`config.mk`:
```
export PLATFORM = sky130hd
export DESIGN_NAME = uart_tx_queue_flat
export DESIGN_NICKNAME = d
export VERILOG_FILES = /design/src/rtl/t16q_mmio_pkg.sv /design/src/rtl/uart_tx_queue_if.sv /design/src/rtl/sync_fifo.sv /design/src/rtl/uart_tx_queue.sv /design/src/flat_wrapper.sv
export SDC_FILE = /design/constraint.sdc
export NUM_CORES = 1
export LEC_CHECK = 0
export CAP_MARGIN = 25
export CORE_UTILIZATION = 60
export DETAILED_ROUTE_END_ITERATION = 8
export PLACE_DENSITY = 0.79
export SLEW_MARGIN = 0
export SYNTH_ARGS = -nofsm -noshare
export SYNTH_HDL_FRONTEND = slang
export SYNTH_SLANG_ARGS = --single-unit
export TNS_END_PERCENT = 20
```
`constraint.sdc`:
```
create_clock -name clkin -period 4.6 [get_ports clkin]
set_input_delay 0.69 -clock clkin [delete_from_list [all_inputs] [get_ports clkin]]
set_output_delay 0.69 -clock clkin [all_outputs]
set_load 0.02 [all_outputs]
```
`src/rtl/t16q_mmio_pkg.sv`:
```
// Shared UART TX definitions: FSM state encoding, default bit timing, MMIO addresses.
// Build option: UART_TX_PARITY_EN adds an even-parity bit after the data bits.
package t16q_mmio_pkg;

    localparam int DEFAULT_CLKS_PER_BIT = 434;  // 50 MHz / 115200 baud

    localparam logic [15:0] UART_TX_DATA_ADDR = 16'hFF00;
    localparam logic [15:0] UART_STATUS_ADDR  = 16'hFF04;
    localparam logic [15:0] UART_CTRL_ADDR    = 16'hFF08;

`ifdef UART_TX_PARITY_EN
    typedef enum logic [2:0] {
        ST_IDLE   = 3'd0,
        ST_START  = 3'd1,
        ST_DATA   = 3'd2,
        ST_PARITY = 3'd3,
        ST_STOP   = 3'd4
    } uart_state_e;
`else
    typedef enum logic [2:0] {
        ST_IDLE  = 3'd0,
        ST_START = 3'd1,
        ST_DATA  = 3'd2,
        ST_STOP  = 3'd3
    } uart_state_e;
`endif

endpackage

```
`src/rtl/uart_tx_queue_if.sv`:
```
// MMIO-side bundle of the UART TX queue: store strobe/data, overflow clear, status and line.
interface uart_tx_queue_if;
    logic       wr_en;
    logic [7:0] wr_data;
    logic       clr_ovf;
    logic       full;
    logic       empty;
    logic       busy;
    logic       overflow;
    logic       uart_tx;

    modport master (
        output wr_en, wr_data, clr_ovf,
        input  full, empty, busy, overflow, uart_tx
    );

    modport slave (
        input  wr_en, wr_data, clr_ovf,
        output full, empty, busy, overflow, uart_tx
    );
endinterface

```
`src/rtl/sync_fifo.sv`:
```
// Single-clock FIFO with extra-MSB pointers; head is visible combinationally on rdata.
module sync_fifo #(
    parameter int DEPTH = 8,
    parameter int WIDTH = 8
) (
    input  logic             clk,
    input  logic             rst_n,
    input  logic             push,
    input  logic [WIDTH-1:0] wdata,
    input  logic             pop,
    output logic [WIDTH-1:0] rdata,
    output logic             full,
    output logic             empty
);
    localparam int AW = $clog2(DEPTH);

    logic [AW:0]      wr_ptr;
    logic [AW:0]      rd_ptr;
    logic [WIDTH-1:0] mem [DEPTH];

    always_ff @(posedge clk or negedge rst_n) begin
        if (!rst_n) begin
            wr_ptr <= '0;
            rd_ptr <= '0;
        end else begin
            if (push) wr_ptr <= wr_ptr + 1'b1;
            if (pop)  rd_ptr <= rd_ptr + 1'b1;
        end
    end

    // Push while full is only legal together with a pop; the old head is read before it is overwritten.
    always_ff @(posedge clk) begin
        if (push) mem[wr_ptr[AW-1:0]] <= wdata;
    end

    assign rdata = mem[rd_ptr[AW-1:0]];
    assign empty = (wr_ptr == rd_ptr);
    assign full  = (wr_ptr[AW] != rd_ptr[AW]) && (wr_ptr[AW-1:0] == rd_ptr[AW-1:0]);
endmodule

```
`src/rtl/uart_tx_queue.sv`:
```
// Byte-queued UART transmitter: MMIO stores land in a FIFO, the FSM serialises 8N1 frames.
// Build option: UART_TX_PARITY_EN inserts an even-parity bit (8E1, 11-bit frame).
import t16q_mmio_pkg::*;

module uart_tx_queue #(
    parameter int CLKS_PER_BIT = DEFAULT_CLKS_PER_BIT,
    parameter int DEPTH        = 8
) (
    input  logic          clkin,
    input  logic          reset_n,
    uart_tx_queue_if.slave bus
);
    uart_state_e state;
    logic [15:0] cnt;
    logic [2:0]  idx;
    logic [7:0]  sh;
    logic        line;
    logic        ovf;
`ifdef UART_TX_PARITY_EN
    logic        par;
`endif

    logic [7:0] head;
    logic       fifo_full;
    logic       fifo_empty;
    logic       bit_end;
    logic       pop;
    logic       push;
    logic       drop;

    assign bit_end = (cnt == 16'(CLKS_PER_BIT - 1));
    // The head leaves the FIFO exactly when a frame starts, from IDLE or straight out of STOP.
    assign pop  = !fifo_empty && ((state == ST_IDLE) || (state == ST_STOP && bit_end));
    assign push = bus.wr_en && (!fifo_full || pop);
    assign drop = bus.wr_en && !push;

    sync_fifo #(.DEPTH(DEPTH), .WIDTH(8)) u_fifo (
        .clk   (clkin),
        .rst_n (reset_n),
        .push  (push),
        .wdata (bus.wr_data),
        .pop   (pop),
        .rdata (head),
        .full  (fifo_full),
        .empty (fifo_empty)
    );

    always_ff @(posedge clkin or negedge reset_n) begin
        if (!reset_n) begin
            state <= ST_IDLE;
            cnt   <= '0;
            idx   <= '0;
            sh    <= '0;
            line  <= 1'b1;
            ovf   <= 1'b0;
`ifdef UART_TX_PARITY_EN
            par   <= 1'b0;
`endif
        end else begin
            ovf <= drop || (ovf && !bus.clr_ovf);
            case (state)
                ST_IDLE: begin
                    cnt <= '0;
                    if (!fifo_empty) begin
                        sh    <= head;
`ifdef UART_TX_PARITY_EN
                        par   <= ^head;
`endif
                        line  <= 1'b0;
                        state <= ST_START;
                    end
                end
                ST_START: begin
                    if (bit_end) begin
                        cnt   <= '0;
                        idx   <= '0;
                        line  <= sh[0];
                        state <= ST_DATA;
                    end else cnt <= cnt + 16'd1;
                end
                ST_DATA: begin
                    if (bit_end) begin
                        cnt <= '0;
                        if (idx == 3'd7) begin
`ifdef UART_TX_PARITY_EN
                            line  <= par;
                            state <= ST_PARITY;
`else
                            line  <= 1'b1;
                            state <= ST_STOP;
`endif
                        end else begin
                            idx  <= idx + 3'd1;
                            sh   <= {1'b0, sh[7:1]};
                            line <= sh[1];
                        end
                    end else cnt <= cnt + 16'd1;
                end
`ifdef UART_TX_PARITY_EN
                ST_PARITY: begin
                    if (bit_end) begin
                        cnt   <= '0;
                        line  <= 1'b1;
                        state <= ST_STOP;
                    end else cnt <= cnt + 16'd1;
                end
`endif
                ST_STOP: begin
                    if (bit_end) begin
                        cnt <= '0;
                        // Chain the next frame with no idle gap when bytes are waiting.
                        if (!fifo_empty) begin
                            sh    <= head;
`ifdef UART_TX_PARITY_EN
                            par   <= ^head;
`endif
                            line  <= 1'b0;
                            state <= ST_START;
                        end else begin
                            line  <= 1'b1;
                            state <= ST_IDLE;
                        end
                    end else cnt <= cnt + 16'd1;
                end
                default: begin
                    cnt   <= '0;
                    line  <= 1'b1;
                    state <= ST_IDLE;
                end
            endcase
        end
    end

    assign bus.uart_tx  = line;
    assign bus.full     = fifo_full;
    assign bus.empty    = fifo_empty;
    assign bus.busy     = (state != ST_IDLE) || !fifo_empty;
    assign bus.overflow = ovf;
endmodule

```
`src/flat_wrapper.sv`:
```
// flat-port wrapper written by rule: the top's interface ports become plain ports
module uart_tx_queue_flat 
#(
    parameter int CLKS_PER_BIT = DEFAULT_CLKS_PER_BIT,
    parameter int DEPTH        = 8
)
  (clkin, reset_n, bus_wr_en, bus_wr_data, bus_clr_ovf, bus_full, bus_empty, bus_busy, bus_overflow, bus_uart_tx);
  uart_tx_queue_if bus_i ();
  input  logic clkin;
  input  logic reset_n;
  input wire logic [$bits(bus_i.wr_en)-1:0] bus_wr_en;
  input wire logic [$bits(bus_i.wr_data)-1:0] bus_wr_data;
  input wire logic [$bits(bus_i.clr_ovf)-1:0] bus_clr_ovf;
  output wire logic [$bits(bus_i.full)-1:0] bus_full;
  output wire logic [$bits(bus_i.empty)-1:0] bus_empty;
  output wire logic [$bits(bus_i.busy)-1:0] bus_busy;
  output wire logic [$bits(bus_i.overflow)-1:0] bus_overflow;
  output wire logic [$bits(bus_i.uart_tx)-1:0] bus_uart_tx;
  assign bus_i.wr_en = bus_wr_en;
  assign bus_i.wr_data = bus_wr_data;
  assign bus_i.clr_ovf = bus_clr_ovf;
  assign bus_full = bus_i.full;
  assign bus_empty = bus_i.empty;
  assign bus_busy = bus_i.busy;
  assign bus_overflow = bus_i.overflow;
  assign bus_uart_tx = bus_i.uart_tx;
  uart_tx_queue #(.CLKS_PER_BIT(CLKS_PER_BIT), .DEPTH(DEPTH)) u_core (.clkin(clkin), .reset_n(reset_n), .bus(bus_i));
endmodule
```
==> impl_metrics.ini <==
[setup_path]
path_cells = xor2_2 -> nor4b_4 -> clkdlybuf4s50_1
cp.depth = 3
slowest_stage = dfrtp_1
setup.worst_path.end_class = output pin
cpPeakStageDelay_ns = 0.89
required_ns = 3.91
cp_max_fo = 18
worst_path_dominant_cell_family = flip-flops
reg2reg_depth = 7
worst-path-buf-inv = 1
path_class = flip-flop to output pin
worst_setup_path_start_kind = flip-flop
worst_ep_arrival_time_ns = 2.68

[clock_tree]
cts_buffers = 9
clock-sinks = 103
clkTransAtPathRegs_ns = 0.09
clk_latency_ns = 0.36
cts_resized = 0
cts_hold_buf = 0
cts_tree = built
cts_buffer_depth = 2
cts-htree-levels = 3
clock-root-buffer = clkbuf_8
post_cts_buffers = 0

[place]
hpwl_um = 5138
place_inst = 417
placed_area_mm2 = 0.004847
place.gp.congestion = 0.7823
port_buffers = 16
pre_cts_ws_ns = 1.604

[routing]
wl_um = 7631
via_count = 2504
antenna_left = 0
wl_per_cell_um = 17.62
firstDrtPassIters = 4
drc_errors = 0
drt_iter0_drc = 156
viasPerCell = 5.783

[sta]
whs_ns = 0.4348
slew_headroom_pct = 42.55
timing.final.crit_share_pct = 73.32
slew_violations = 0
timing.fmax_ghz = 0.2965
setup_ws_ns = 1.227
worst_pin_slew_ns = 0.8586
rsz0062_at_grt = no
tns_ns = 0
fin_crit_ns = 3.373
hold_violations = 0
skew_ns = 0.01136
setup_viol = 0

[layout]
nets = 351
drive_gt1_share_pct = 17.96
fin_area_mm2 = 0.005077
area_growth_pct = 10.30
fillers = 481
post-route-util_pct = 69.26
antenna_cells = 0
finalNonFillerCells = 433

[grt]
track_usage_pct = 21.85
grt_antenna_before_repair = 0
grt_first_pass_wirelength_um = 12330
grt_pass1_vias = 2532
grt_max_degree = 40
overflow = 0

[logic_synthesis]
synthArstFlopShare_pct = 37.86
synthCells = 309
ys_types = 43
yosysWarnings = 0
synth_top_area_share_pct = 41.75
syn_area_mm2 = 0.004603
synth-main-ff-cell = edfxtp_1
syn_nets = 331
yosys-top-cells-area = edfxtp_1 (42%), dfrtp_1 (21%), mux4_2 (7.8%)
ys_seq_area_share_pct = 62.98
synth_edf_count = 64
yosysTopAreaCell = edfxtp_1
synth.avg_cell_area_um2 = 14.90
synth_seq_cells = 103

[power]
powerDensity_mw_per_mm2 = 617.6
finalPower_mw = 3.136
p_leak_nw = 1.912
peakVddDrop_uv = 316.2

[die]
start_util_pct = 62.79
die-area_mm2 = 0.008026
die_h_um = 89.59
die_w_um = 89.59
rows = 31
io-pin-count = 17
core_area_mm2 = 0.007331

[flow_run]
drv_cap = 0

[status]
status = finished, final reports clean

[worst_hold_path]
min_path_type = input pin to asynchronous set/reset pin
layout make-up:
type	instances	area, um2	share of cell area (%)
clock inverters	6	102.6	2.021
clock buffers	10	127.6	2.514
flip-flops and latches	103	2899	57.10
well taps	99	123.9	2.440
multi-input cells	187	1609	31.69
repair buffers	20	185.2	3.647
inverters	8	30.03	0.5914
synth_stat cells (all sizes together), types with 5 or more instances:
| library cell | n |
|---|---|
| o21ai | 14 |
| mux2i | 8 |
| xor2 | 14 |
| nand3 | 9 |
| dfrtp | 38 |
| edfxtp | 64 |
| nand2 | 27 |
| mux2 | 13 |
| mux4 | 16 |
| xnor2 | 8 |
| buf | 7 |
| nor2 | 25 |
| ha | 10 |
| inv | 8 |
| a21oi | 5 |
| nor3 | 8 |
cells in the final DEF, fill, tap and decap left out, drive strengths merged, types with 9 or more instances in the layout:
master         count
edfxtp            64
dfrtp             38
nand2             27
nor2              25
mux4              16
clkdlybuf4s50     15
o21ai             14
xor2              14
mux2              13
ha                10
clkbuf            10
inv               10
nand3              9
per-layer routing:
| metal | global-route usage (%) | wire length, um | share of wire, % | vias to the layer above |
|---|---|---|---|---|
| li1 | - | - | - | 1184 |
| met1 | 30.07 | 3525 | 46 | 1251 |
| met2 | 33.82 | 3645 | 48 | 58 |
| met3 | 6.673 | 344 | 4.5 | 11 |
| met4 | 7.071 | 116 | 1.5 | 0 |
| met5 | 0 | 0 | 0 | - |
flip-flops by register name, indices dropped and copies added (netlist names):
| signal | flops |
|---|---|
| u_core.u_fifo.mem | 64 |
| u_core.state | 2 |
| u_core.u_fifo.wr_ptr | 4 |
| u_core.bus.overflow | 1 |
| u_core.u_fifo.rd_ptr | 4 |
| u_core.cnt | 16 |
| u_core.sh | 8 |
| u_core.idx | 3 |
| u_core.bus.uart_tx | 1 |
report_power, final:
group	switching [mW]	total (mW)	internal, mW
combinational	0.539	1.13	0.594
clock	0.314	0.630	0.316
sequential	0.178	1.37	1.19
worst paths after layout:
path / from / endpoint / slack [ns]
min reg2reg: u_core.u_fifo.wr_ptr[3] / u_core.u_fifo.wr_ptr[3] / 0.49
max: u_core.u_fifo.rd_ptr[2] / bus_empty / 1.23
max in group asynchronous: reset_n / u_core.sh[1] / 3.63
max reg2reg: u_core.cnt[1] / u_core.u_fifo.mem[3][3] / 1.82
min in group clkin: u_core.u_fifo.wr_ptr[3] / u_core.u_fifo.wr_ptr[3] / 0.49
min: reset_n / u_core.cnt[11] / 0.43
worst register-to-register path: stages (launching register included):
cell      delay [ns]
dfrtp_1         0.42
inv_1           0.06
ha_1            0.17
nor3b_1         0.24
nand4_1         0.24
o211ai_1        0.38
nand3b_1        0.20
nor2_1          0.69
kinds of logic (layout without fill, tap and decap cells):
logic type / count (synthesis) / after routing / share of synthesized area [%]
AOI/OAI and AO/OA: 26 / 26 / 3.642
DFF: 103 / 103 / 62.98
muxes: 37 / 37 / 13.40
xor gates and xnor gates: 22 / 22 / 4.675
and+or+nand+nor: 92 / 92 / 10.52
buffers and inverters: 19 / 44 / 2.066
adders and majority gates: 10 / 10 / 2.718
Power figures use the tool's default switching activity.
